### src/rtl/alu_pkg.sv
// Shared definitions for the ALU: opcode encodings and the packed flag layout.
// Imported by the RTL and by testbenches.
package alu_pkg;

  localparam logic [3:0] OP_ADD  = 4'h0;
  localparam logic [3:0] OP_SUB  = 4'h1;
  localparam logic [3:0] OP_AND  = 4'h2;
  localparam logic [3:0] OP_OR   = 4'h3;
  localparam logic [3:0] OP_XOR  = 4'h4;
  localparam logic [3:0] OP_XNOR = 4'h5;
  localparam logic [3:0] OP_SLL  = 4'h6;
  localparam logic [3:0] OP_SRL  = 4'h7;
  localparam logic [3:0] OP_ROL  = 4'h8;
  localparam logic [3:0] OP_ROR  = 4'h9;
  localparam logic [3:0] OP_GT   = 4'hA;
  localparam logic [3:0] OP_EQ   = 4'hB;
  localparam logic [3:0] OP_MUL  = 4'hC;
  localparam logic [3:0] OP_DIV  = 4'hD;
  localparam logic [3:0] OP_CLR  = 4'hE;
  localparam logic [3:0] OP_NOP  = 4'hF;

  // Field order matches the 4-bit flags_q bus: {carry, overflow, zero, negative}.
  typedef struct packed {
    logic carry;
    logic overflow;
    logic zero;
    logic negative;
  } flags_t;

endpackage

### src/rtl/alu_core.sv
// Purely combinational ALU datapath: decodes the opcode and derives every flag
// from the operands and the final result.
module alu_core
  import alu_pkg::*;
#(
  parameter int W = 8
) (
  input  logic [W-1:0] a_i,
  input  logic [W-1:0] b_i,
  input  logic [3:0]   op_i,
  output logic [W-1:0] y_o,
  output flags_t       flags_o
);

  logic [W:0]     sum;
  logic [W:0]     diff;
  logic [2*W-1:0] prod;
  logic [W-1:0]   quot;
  logic [W-1:0]   y_d;
  logic           carry_d;
  logic           ovf_d;

  assign sum  = {1'b0, a_i} + {1'b0, b_i};
  assign diff = {1'b0, a_i} - {1'b0, b_i};
  assign prod = {{W{1'b0}}, a_i} * {{W{1'b0}}, b_i};
  // Guard the divider so a zero divisor yields a defined 0 rather than X.
  assign quot = (b_i == '0) ? '0 : (a_i / b_i);

  always_comb begin
    y_d     = '0;
    carry_d = 1'b0;
    ovf_d   = 1'b0;
    case (op_i)
      OP_ADD: begin
        y_d     = sum[W-1:0];
        carry_d = sum[W];
        ovf_d   = (a_i[W-1] == b_i[W-1]) && (sum[W-1] != a_i[W-1]);
      end
      OP_SUB: begin
        y_d     = diff[W-1:0];
        carry_d = diff[W];
        ovf_d   = (a_i[W-1] != b_i[W-1]) && (diff[W-1] != a_i[W-1]);
      end
      OP_AND:  y_d = a_i & b_i;
      OP_OR:   y_d = a_i | b_i;
      OP_XOR:  y_d = a_i ^ b_i;
      OP_XNOR: y_d = ~(a_i ^ b_i);
      OP_SLL: begin
        y_d     = {a_i[W-2:0], 1'b0};
        carry_d = a_i[W-1];
      end
      OP_SRL: begin
        y_d     = {1'b0, a_i[W-1:1]};
        carry_d = a_i[0];
      end
      OP_ROL: begin
        y_d     = {a_i[W-2:0], a_i[W-1]};
        carry_d = a_i[W-1];
      end
      OP_ROR: begin
        y_d     = {a_i[0], a_i[W-1:1]};
        carry_d = a_i[0];
      end
      OP_GT:  y_d = {{(W-1){1'b0}}, (a_i > b_i)};
      OP_EQ:  y_d = {{(W-1){1'b0}}, (a_i == b_i)};
      OP_MUL: begin
        y_d     = prod[W-1:0];
        carry_d = (prod[2*W-1:W] != '0);
        ovf_d   = (prod[2*W-1:W] != '0);
      end
      OP_DIV: begin
        y_d   = quot;
        ovf_d = (b_i == '0);
      end
      OP_CLR:  y_d = '0;
      OP_NOP:  y_d = a_i;
      default: y_d = '0;
    endcase
  end

  assign y_o              = y_d;
  assign flags_o.carry    = carry_d;
  assign flags_o.overflow = ovf_d;
  assign flags_o.zero     = (y_d == '0);
  assign flags_o.negative = y_d[W-1];

endmodule

### src/rtl/alu.sv
// W-bit ALU top: combinational result/flags straight from alu_core plus a
// one-cycle registered copy for pipelined consumers.
module alu
  import alu_pkg::*;
#(
  parameter int W = 8
) (
  input  logic         clk,
  input  logic         rst,
  input  logic [W-1:0] A,
  input  logic [W-1:0] B,
  input  logic [3:0]   op,
  output logic [W-1:0] Y,
  output logic         carry,
  output logic         overflow,
  output logic         zero,
  output logic         negative,
  output logic [W-1:0] Y_q,
  output logic [3:0]   flags_q
);

  logic [W-1:0] y_d;
  flags_t       flags_d;

  alu_core #(.W(W)) u_core (
    .a_i     (A),
    .b_i     (B),
    .op_i    (op),
    .y_o     (y_d),
    .flags_o (flags_d)
  );

  assign Y        = y_d;
  assign carry    = flags_d.carry;
  assign overflow = flags_d.overflow;
  assign zero     = flags_d.zero;
  assign negative = flags_d.negative;

  // Reset wins over capture when both occur at the same edge.
  always_ff @(posedge clk) begin
    if (rst) begin
      Y_q     <= '0;
      flags_q <= '0;
    end else begin
      Y_q     <= y_d;
      flags_q <= flags_d;
    end
  end

endmodule

### config.mk
export PLATFORM = sky130hd
export DESIGN_NAME = alu
export DESIGN_NICKNAME = d
export VERILOG_FILES = /design/src/rtl/alu_pkg.sv /design/src/rtl/alu_core.sv /design/src/rtl/alu.sv
export SDC_FILE = /design/constraint.sdc
export NUM_CORES = 1
export LEC_CHECK = 0
export CAP_MARGIN = 20
export CORE_UTILIZATION = 60
export CTS_BUF_LIST = sky130_fd_sc_hd__clkbuf_4 sky130_fd_sc_hd__clkbuf_8
export DETAILED_ROUTE_END_ITERATION = 7
export PLACE_DENSITY = 0.83
export SETUP_SLACK_MARGIN = 0.1
export SYNTH_ARGS = -nofsm -noshare
export SYNTH_HDL_FRONTEND = slang
export SYNTH_SLANG_ARGS = --single-unit
### constraint.sdc
create_clock -name clk -period 63.2 [get_ports clk]
set_input_delay 18.96 -clock clk [delete_from_list [all_inputs] [get_ports clk]]
set_output_delay 18.96 -clock clk [all_outputs]
set_load 0.02 [all_outputs]
==> run_results.csv, run 1 <==
group,metric,value,unit
run_status,status,"complete, no violations",
global_route,grt_max_degree,43,
setup_path,cp-endpoint,"zero",
final_layout,antennaDiodeCount,0,
clock_network,cts_resized,0,
placement,port_buffers,45,
detailed_routing,vias,5832,
setup_path,path_class,"in -> out",
global_route,grt_pass1_wl,28080,um
final_layout,seqCellArea,220.2,um^2
yosys,synth_edf_count,0,
yosys,synth_cell_types,80,
sta,tightest_slew,1.083,ns
setup_path,cp-start-kind,"input port",
clock_network,clockBufferDepth,2,
sta,slew_viol_final,0,
clock_network,cts-hold-fix-buffers,0,
floorplanning,chipWidth,99.57,um
power_and_ir_drop,p_leak,2.832,nW
global_route,first_global_vias,5645,
setup_path,crit_path_max_fanout,12,
clock_network,cts_tree,"built",
setup_path,cp_data_required_time,44.24,ns
sta,fin_ws,11.58,ns
final_layout,drive_above_1_share,5.222,%
yosys,yosysWarnings,0,
global_route,use_met1,43.97,%
yosys,synthFlopType,"dfxtp_1",
floorplanning,pin_count,46,
yosys,synth_top_area_cell,"ha_1",
sta,timing.setup.tns,0,ns
flow_run,max_cap_viol_count,0,
global_route,grt_use_met3,4.076,%
clock_network,cts_htree_levels,1,
placement,dpl_worst_slack,11.82,ns
sta,rsz0062_at_grt,"false",
global_route,grt-busiest-layer,"met2",
sta,fin_crit_sh,81.67,%
yosys,synthTopCellsByArea,"ha_1 22%, fa_1 13%, nor2_1 6.5%",
clock_network,cts_setup_buffers,0,
global_route,grt-ovfl-total,0,
detailed_routing,ant_nets,0,
clock_network,root_buffer,"clkbuf_8",
setup_path,crit_top_cell,"ha_1",
sta,fmax,19.37,MHz
final_layout,syn2layout_area_growth,9.135,%
floorplanning,row_count,35,
yosys,syn-num-nets,904,
setup_path,endpoint_kind,"primary output",
clock_network,path_clk_slew,0.05,ns
setup_path,critPathMaxStageDelay,0.84,ns
final_layout,nNetsFinal,926,
clock_network,cts_buffers,3,
global_route,gr-usage-all-layers,35.89,%
detailed_routing,remaining_drc_errors,0,
yosys,netlist_area,5712,um^2
global_route,antenna_found_initial,0,
sta,setup_viol,0,
setup_path,cp_slowest_cell,"clkdlybuf4s50_1",
floorplanning,chipHeight,99.57,um
detailed_routing,detail_route.wl_per_cell,19.39,um
final_layout,fillerInstances,779,
detailed_routing,drt_iter0_markers,368,
yosys,synth_seq_area_share,3.855,%
placement,place.gp.congestion,0.9810,
sta,min_period,51.62,ns
yosys,ys_seq_elements,11,
detailed_routing,vias_per_cell,6.516,
final_layout,finish.instance_area,6233,um^2
power_and_ir_drop,peakVddDrop,0.00002079,V
yosys,synthArstFlopShare,0,%
detailed_routing,dr.pass1.iters,6,
floorplanning,initial_core_util,61.81,%
setup_path,cp.arrival,32.66,ns
power_and_ir_drop,power.density,17.62,nW/um^2
min_path,min_path_type,"in -> reg",
global_route,grt.met2_usage,61.16,%
yosys,synth.avg_cell_area,7.667,um^2
yosys,synth_top_area_share,21.69,%
final_layout,multi_input_area,4992,um^2
sta,hold_viol_final,0,
placement,post_dp_cell_area,6185,um^2
clock_network,cts_sinks,11,
floorplanning,die_area,9914,um^2
sta,max_slew_margin,27.18,%
detailed_routing,wirelength,17350,um
yosys,syn_inst,745,
setup_path,cp-startpoint,"B[0]",
placement,dpl.hpwl,13840,um
floorplanning,core,9240,um^2
## state kept, by name, indices dropped and copies added, names as in the netlist
name,count
Y_q,7
flags_q,4
## cell usage in the layout, fill, tap and decap left out, types with 12 or more instances in the layout
cell type / Yosys / final
inv_1: 78 / 78
mux2_2: 14 / 14
nand2_1: 34 / 34
o21ai_0: 35 / 35
nor2b_1: 14 / 14
nand2b_1: 12 / 12
nor3_1: 16 / 16
a21oi_1: 47 / 47
fa_1: 38 / 38
xnor2_1: 17 / 17
ha_1: 99 / 99
clkdlybuf4s50_1: 0 / 45
a31oi_1: 12 / 12
nor2_1: 99 / 99
## worst max-delay path, delay by kind of cell
family | cells | cell delay (ns)
mux | 4 | 1.67
buf+inv | 3 | 1.80
compound gates | 21 | 4.30
fa+ha+maj | 8 | 2.55
simple gates | 12 | 3.35
## Yosys cell counts, drive strengths merged, types with 6 or more instances
| cell type | count |
|---|---|
| inv | 79 |
| nand4 | 6 |
| a311oi | 6 |
| nand3 | 11 |
| clkinv | 7 |
| o21a | 9 |
| nand2 | 34 |
| a21o | 9 |
| a31oi | 12 |
| nor3b | 6 |
| nor2 | 101 |
| nor4 | 9 |
| a21oi | 47 |
| ha | 99 |
| mux2i | 6 |
| dfxtp | 11 |
| clkbuf | 14 |
| xnor2 | 17 |
| nor3 | 18 |
| o211ai | 7 |
| mux2 | 14 |
| o21ai | 37 |
| fa | 38 |
| nand2b | 12 |
| xor2 | 11 |
| nor2b | 14 |
| buf | 19 |
| a211oi | 10 |
## worst min-delay path by stage
stage,start,to,slack (ns),cells past startpoint
after detailed placement,flags_q[3]$_SDFF_PP0_,flags_q[3],19.76,1
after CTS,rst,flags_q[0]$_SDFF_PP0_,19.52,2
final,rst,flags_q[0]$_SDFF_PP0_,19.51,2
after floorplan,rst,Y_q[3]$_SDFF_PP0_,19.03,1
after global placement,flags_q[1]$_SDFF_PP0_,flags_q[1],19.75,1
after global routing,rst,Y_q[1]$_SDFF_PP0_,19.55,2
## area by class of cell
| class | instances | area share [%] |
|---|---|---|
| clock buffers | 4 | 0.7828 |
| inverters | 86 | 5.179 |
| repair buffers | 50 | 7.828 |
| flip-flops and latches | 11 | 3.533 |
| well taps | 129 | 2.589 |
| multi-input cells | 615 | 80.09 |
## metal layers
metal	vias to the layer above	routed length [um]
li1	2697	-
met1	2718	6733
met2	332	8200
met3	85	1424
met4	0	992
met5	-	0
## where the power goes
| part | switching, mW | total [mW] | leakage, nW | internal, mW |
|---|---|---|---|---|
| clock | 0.00262 | 0.00748 | 0.0262 | 0.00485 |
| sequential | 0.000158 | 0.00773 | 0.0905 | 0.00757 |
| combinational | 0.0548 | 0.0946 | 2.71 | 0.0398 |
| total | 0.0576 | 0.110 | 2.83 | 0.0523 |
## metrics by stage
step	util, %	power [mW]	cells	hold slack, ns
2_1_floorplan	-	0.07789	745	19.03
3_3_place_gp	66.93	0.09693	891	19.75
3_5_place_dp	66.93	0.1008	891	19.76
4_1_cts	67.46	0.1088	895	19.52
5_1_grt	67.46	0.1213	895	19.55
6_report	67.46	0.1098	895	19.51
## cells by family after synthesis
| group | Yosys count | synth area share, % |
|---|---|---|
| AO/OA/AOI/OAI | 194 | 23.18 |
| XOR/XNOR | 28 | 4.293 |
| adder cells (fa/ha/maj) | 137 | 35.01 |
| buffers and inverters | 119 | 8.740 |
| flip-flops | 11 | 3.855 |
| multiplexers | 20 | 3.812 |
| AND/OR/NAND/NOR | 236 | 21.12 |
(Power assumes the default switching activity.)
==> run 2: changes to the inputs <==
- clock period: 63.2 -> 52.9 ns (I/O delays scaled with it)
==> run 2 against run 1 <==
Clock-buffer cell count is the same. Largest cell class unchanged. Clock power grew 18%. Cell count is the same.
==> run_results.csv, run 2 (synthesized netlist as in run 1, its figures left out) <==
group,metric,value,unit
min_path,min_path_type,"in -> reg",
power_and_ir_drop,peakVddDrop,0.00003098,V
sta,hold_viol_final,0,
detailed_routing,drt_iter0_markers,658,
sta,fin_crit_sh,86.12,%
setup_path,cp.arrival,29.69,ns
final_layout,syn2layout_area_growth,9.135,%
global_route,grt-ovfl-total,0,
setup_path,cp_data_required_time,37.03,ns
clock_network,cts-hold-fix-buffers,0,
setup_path,path_class,"in -> out",
global_route,antenna_found_initial,0,
global_route,gr-usage-all-layers,36.36,%
setup_path,cp_slowest_cell,"clkdlybuf4s50_1",
detailed_routing,ant_nets,0,
clock_network,cts_tree,"built",
floorplanning,pin_count,46,
placement,dpl_worst_slack,7.734,ns
setup_path,crit_path_max_fanout,12,
sta,fin_ws,7.343,ns
floorplanning,row_count,35,
final_layout,top_register,"Y_q",
power_and_ir_drop,power.density,21.10,nW/um^2
sta,rsz0062_at_grt,"false",
clock_network,root_buffer,"clkbuf_8",
floorplanning,initial_core_util,61.81,%
clock_network,cts_resized,0,
detailed_routing,detail_route.wl_per_cell,19.99,um
clock_network,cts_setup_buffers,0,
clock_network,cts_sinks,11,
detailed_routing,wirelength,17890,um
power_and_ir_drop,p_leak,2.832,nW
setup_path,cp-start-kind,"input port",
final_layout,final_cell_mix,"99 x nor2_1, 99 x ha_1, 78 x inv_1",
sta,setup_viol,0,
clock_network,clockBufferDepth,2,
setup_path,endpoint_kind,"primary output",
sta,timing.setup.tns,0,ns
sta,max_slew_margin,31.35,%
floorplanning,chipWidth,99.57,um
floorplanning,die_area,9914,um^2
detailed_routing,vias,5867,
floorplanning,core,9240,um^2
final_layout,final_util,67.46,%
sta,slew_viol_final,0,
placement,dpl.hpwl,14110,um
final_layout,largest_reg_flops,7,
clock_network,path_clk_slew,0.05,ns
sta,min_period,45.56,ns
run_status,status,"complete, no violations",
placement,post_dp_cell_area,6185,um^2
placement,place.gp.congestion,0.9557,
global_route,grt_max_degree,43,
detailed_routing,dr.pass1.iters,6,
final_layout,finish.instance_area,6233,um^2
clock_network,cts_buffers,3,
final_layout,nNetsFinal,926,
floorplanning,chipHeight,99.57,um
power_and_ir_drop,finalPower,0.1315,mW
final_layout,reg.largest.list,"Y_q: 7 flops, flags_q: 4 flops",
global_route,first_global_vias,5667,
flow_run,max_cap_viol_count,0,
detailed_routing,vias_per_cell,6.555,
setup_path,critPathMaxStageDelay,0.81,ns
placement,port_buffers,45,
final_layout,antennaDiodeCount,0,
final_layout,drive_above_1_share,5.222,%
global_route,grt_pass1_wl,28260,um
sta,tightest_slew,1.021,ns
detailed_routing,remaining_drc_errors,0,
setup_path,crit_top_cell,"ha_1",
clock_network,cts_htree_levels,1,
sta,fmax,21.95,MHz
==> run 2: layer usage <==
| metal | vias up | track usage (%) | wire length [um] |
|---|---|---|---|
| li1 | 2698 | - | - |
| met1 | 2727 | 45.33 | 6942 |
| met2 | 359 | 61.38 | 8276 |
| met3 | 83 | 4.287 | 1666 |
| met4 | 0 | 19.80 | 1008 |
| met5 | - | 0 | 0 |
==> run 2: where the power goes <==
group | internal [mW] | switching, mW
clock | 0.00579 | 0.00300
sequential | 0.00905 | 0.000190
combinational | 0.0478 | 0.0657
total | 0.0626 | 0.0689
==> run 2: worst paths after layout <==
kind                  start                 to  depth (start not counted)
worst max-delay path   B[0]               zero                         48
worst min-delay path    rst  Y_q[5]$_SDFF_PP0_                          2
==> run 2: worst max-delay path, delay by kind of cell <==
kind	cells	cell delay, ns
fa+ha+maj	8	2.57
simple gates	12	3.34
compound gates	21	4.46
mux	4	1.65
buf+inv	3	1.77
==> run 2: area by class of cell <==
type                            instances  area [um^2]
Inverter                               86        322.8
Clock buffer                            4        48.80
Multi-Input combinational cell        615         4992
Fill cell                             787         3007
Tap cell                              129        161.4
Timing Repair Buffer                   50        488.0
Sequential cell                        11        220.2
==> run 2: metrics by stage <==
stage	hold slack [ns]	instances
6_report	16.45	895
5_1_grt	16.50	895
4_1_cts	16.45	895
3_5_place_dp	16.66	891
3_3_place_gp	16.67	891
2_1_floorplan	15.94	745
==> run 3: changes to the inputs <==
- SETUP_SLACK_MARGIN: 0.1 -> unset
- clock period: 52.9 -> 59.1 ns (I/O delays scaled with it)
==> run 3 against run 2 <==
Worst hold slack better by 1.9 ns. Power fell by 11%. Non-clock buffer count unchanged. Utilization stayed put. Flip-flop and latch count unchanged. Routed wire length shrank 2.0%. Sequential power decreased by 10%. Clock power decreased by 8.9%. Global-route usage increased by 0.072 points.
==> run_results.csv, run 3 (synthesized netlist as in run 1, its figures left out) <==
group,metric,value,unit
floorplanning,core,9240,um^2
detailed_routing,remaining_drc_errors,0,
setup_path,crit_path_max_fanout,10,
floorplanning,row_count,35,
clock_network,cts_buffers,3,
min_path,min_to,"Y_q[0]$_SDFF_PP0_",
setup_path,endpoint_kind,"primary output",
floorplanning,die_area,9914,um^2
detailed_routing,vias,5757,
detailed_routing,vias_per_cell,6.432,
clock_network,cts_htree_levels,1,
floorplanning,pin_count,46,
sta,hold_viol_final,0,
setup_path,path_class,"in -> out",
sta,holdWs,18.31,ns
final_layout,nNetsFinal,926,
setup_path,cp.arrival,31.23,ns
clock_network,root_buffer,"clkbuf_8",
clock_network,path_clk_slew,0.05,ns
flow_run,max_cap_viol_count,0,
sta,slew_viol_final,0,
global_route,grt_pass1_wl,28390,um
final_layout,reg.largest.list,"Y_q: 7 flops, flags_q: 4 flops",
sta,fmax,20.43,MHz
detailed_routing,top_layer_used,"met4",
final_layout,instances_no_fill,895,
final_layout,top_register,"Y_q",
sta,min_period,48.96,ns
global_route,first_global_vias,5698,
final_layout,syn2layout_area_growth,9.135,%
clock_network,cts_setup_buffers,0,
detailed_routing,detail_route.wl_per_cell,19.59,um
sta,fin_crit_sh,82.84,%
sta,rsz0062_at_grt,"false",
power_and_ir_drop,p_leak,2.832,nW
sta,max_slew_margin,32.66,%
detailed_routing,ant_nets,0,
run_status,status,"complete, no violations",
global_route,antenna_found_initial,0,
min_path,hold_depth,2,
placement,port_buffers,45,
final_layout,largest_reg_flops,7,
clock_network,cts_resized,0,
setup_path,cp_data_required_time,41.37,ns
power_and_ir_drop,power.density,18.85,nW/um^2
placement,dpl.hpwl,13800,um
min_path,min_path_type,"in -> reg",
placement,place.gp.congestion,0.9880,
detailed_routing,dr.pass1.iters,6,
final_layout,final_cell_mix,"99 x nor2_1, 99 x ha_1, 78 x inv_1",
sta,setup_viol,0,
clock_network,cts_tree,"built",
final_layout,antennaDiodeCount,0,
final_layout,drive_above_1_share,5.222,%
sta,tightest_slew,1.002,ns
clock_network,cts-hold-fix-buffers,0,
power_and_ir_drop,peakVddDrop,0.00002075,V
power_and_ir_drop,finalPower,0.1175,mW
sta,timing.setup.tns,0,ns
setup_path,critPathMaxStageDelay,0.67,ns
floorplanning,initial_core_util,61.81,%
setup_path,cp-start-kind,"input port",
detailed_routing,routed-wl-met2,8188,um
global_route,grt_max_degree,43,
setup_path,crit_top_cell,"ha_1",
detailed_routing,wirelength,17530,um
clock_network,cts_sinks,11,
clock_network,clockBufferDepth,2,
detailed_routing,met1Wirelength,6929,um
global_route,gr-usage-all-layers,36.44,%
detailed_routing,dr_wl_met3,1440,um
floorplanning,chipHeight,99.57,um
detailed_routing,drt_iter0_markers,400,
floorplanning,chipWidth,99.57,um
global_route,grt-ovfl-total,0,
min_path,hp-start,"rst",
setup_path,cp_slowest_cell,"clkdlybuf4s50_1",
placement,post-place-cells,891,
-- run 3: cell counts in the layout (fill, tap and decap cells not counted) --
No cell type changed its count.
-- run 3: how the worst max path moves through the flow --
stage | start | endpoint | slack, ns
2_1_floorplan | B[6] | zero | 12.66
3_3_place_gp | B[7] | zero | 10.94
3_5_place_dp | B[7] | zero | 10.38
4_1_cts | B[7] | zero | 10.37
5_1_grt | B[7] | zero | 9.24
6_report | B[7] | zero | 10.14
-- run 3: layer usage --
layer	GRT usage [%]	vias up
met3	3.443	65
met5	0	-
met4	21.95	0
met1	45.56	2686
li1	-	2700
met2	60.95	306
-- run 3: report_power, final --
| part | internal [mW] | switching (mW) | total, mW | leakage (nW) |
|---|---|---|---|---|
| Sequential | 0.00810 | 0.000180 | 0.00828 | 0.0905 |
| Clock | 0.00519 | 0.00282 | 0.00801 | 0.0262 |
| Combinational | 0.0426 | 0.0587 | 0.101 | 2.71 |
| Total | 0.0559 | 0.0617 | 0.118 | 2.83 |
-- run 3: area by class of cell --
class,instances,area [um^2]
Inverter,86,322.8
Multi-Input combinational cell,615,4992
Clock buffer,4,48.80
Sequential cell,11,220.2
Timing Repair Buffer,50,488.0
Fill cell,784,3007
Tap cell,129,161.4
-- run 3: stage by stage --
stage | setup WS (ns) | instance area [um^2] | util [%]
finish | 10.14 | 6233 | 67.46
global route | 9.242 | 6233 | 67.46
CTS | 10.37 | 6233 | 67.46
detailed placement | 10.38 | 6185 | 66.93
global placement | 10.94 | 6185 | 66.93
floorplan | 12.66 | 5712 | -
-- run 3: critical path, delay by kind of cell --
family / cells / cell delay (ns)
compound gates: 21 / 4.29
fa+ha+maj: 7 / 2.23
buf+inv: 2 / 1.28
mux: 4 / 1.66
simple gates: 15 / 4.05
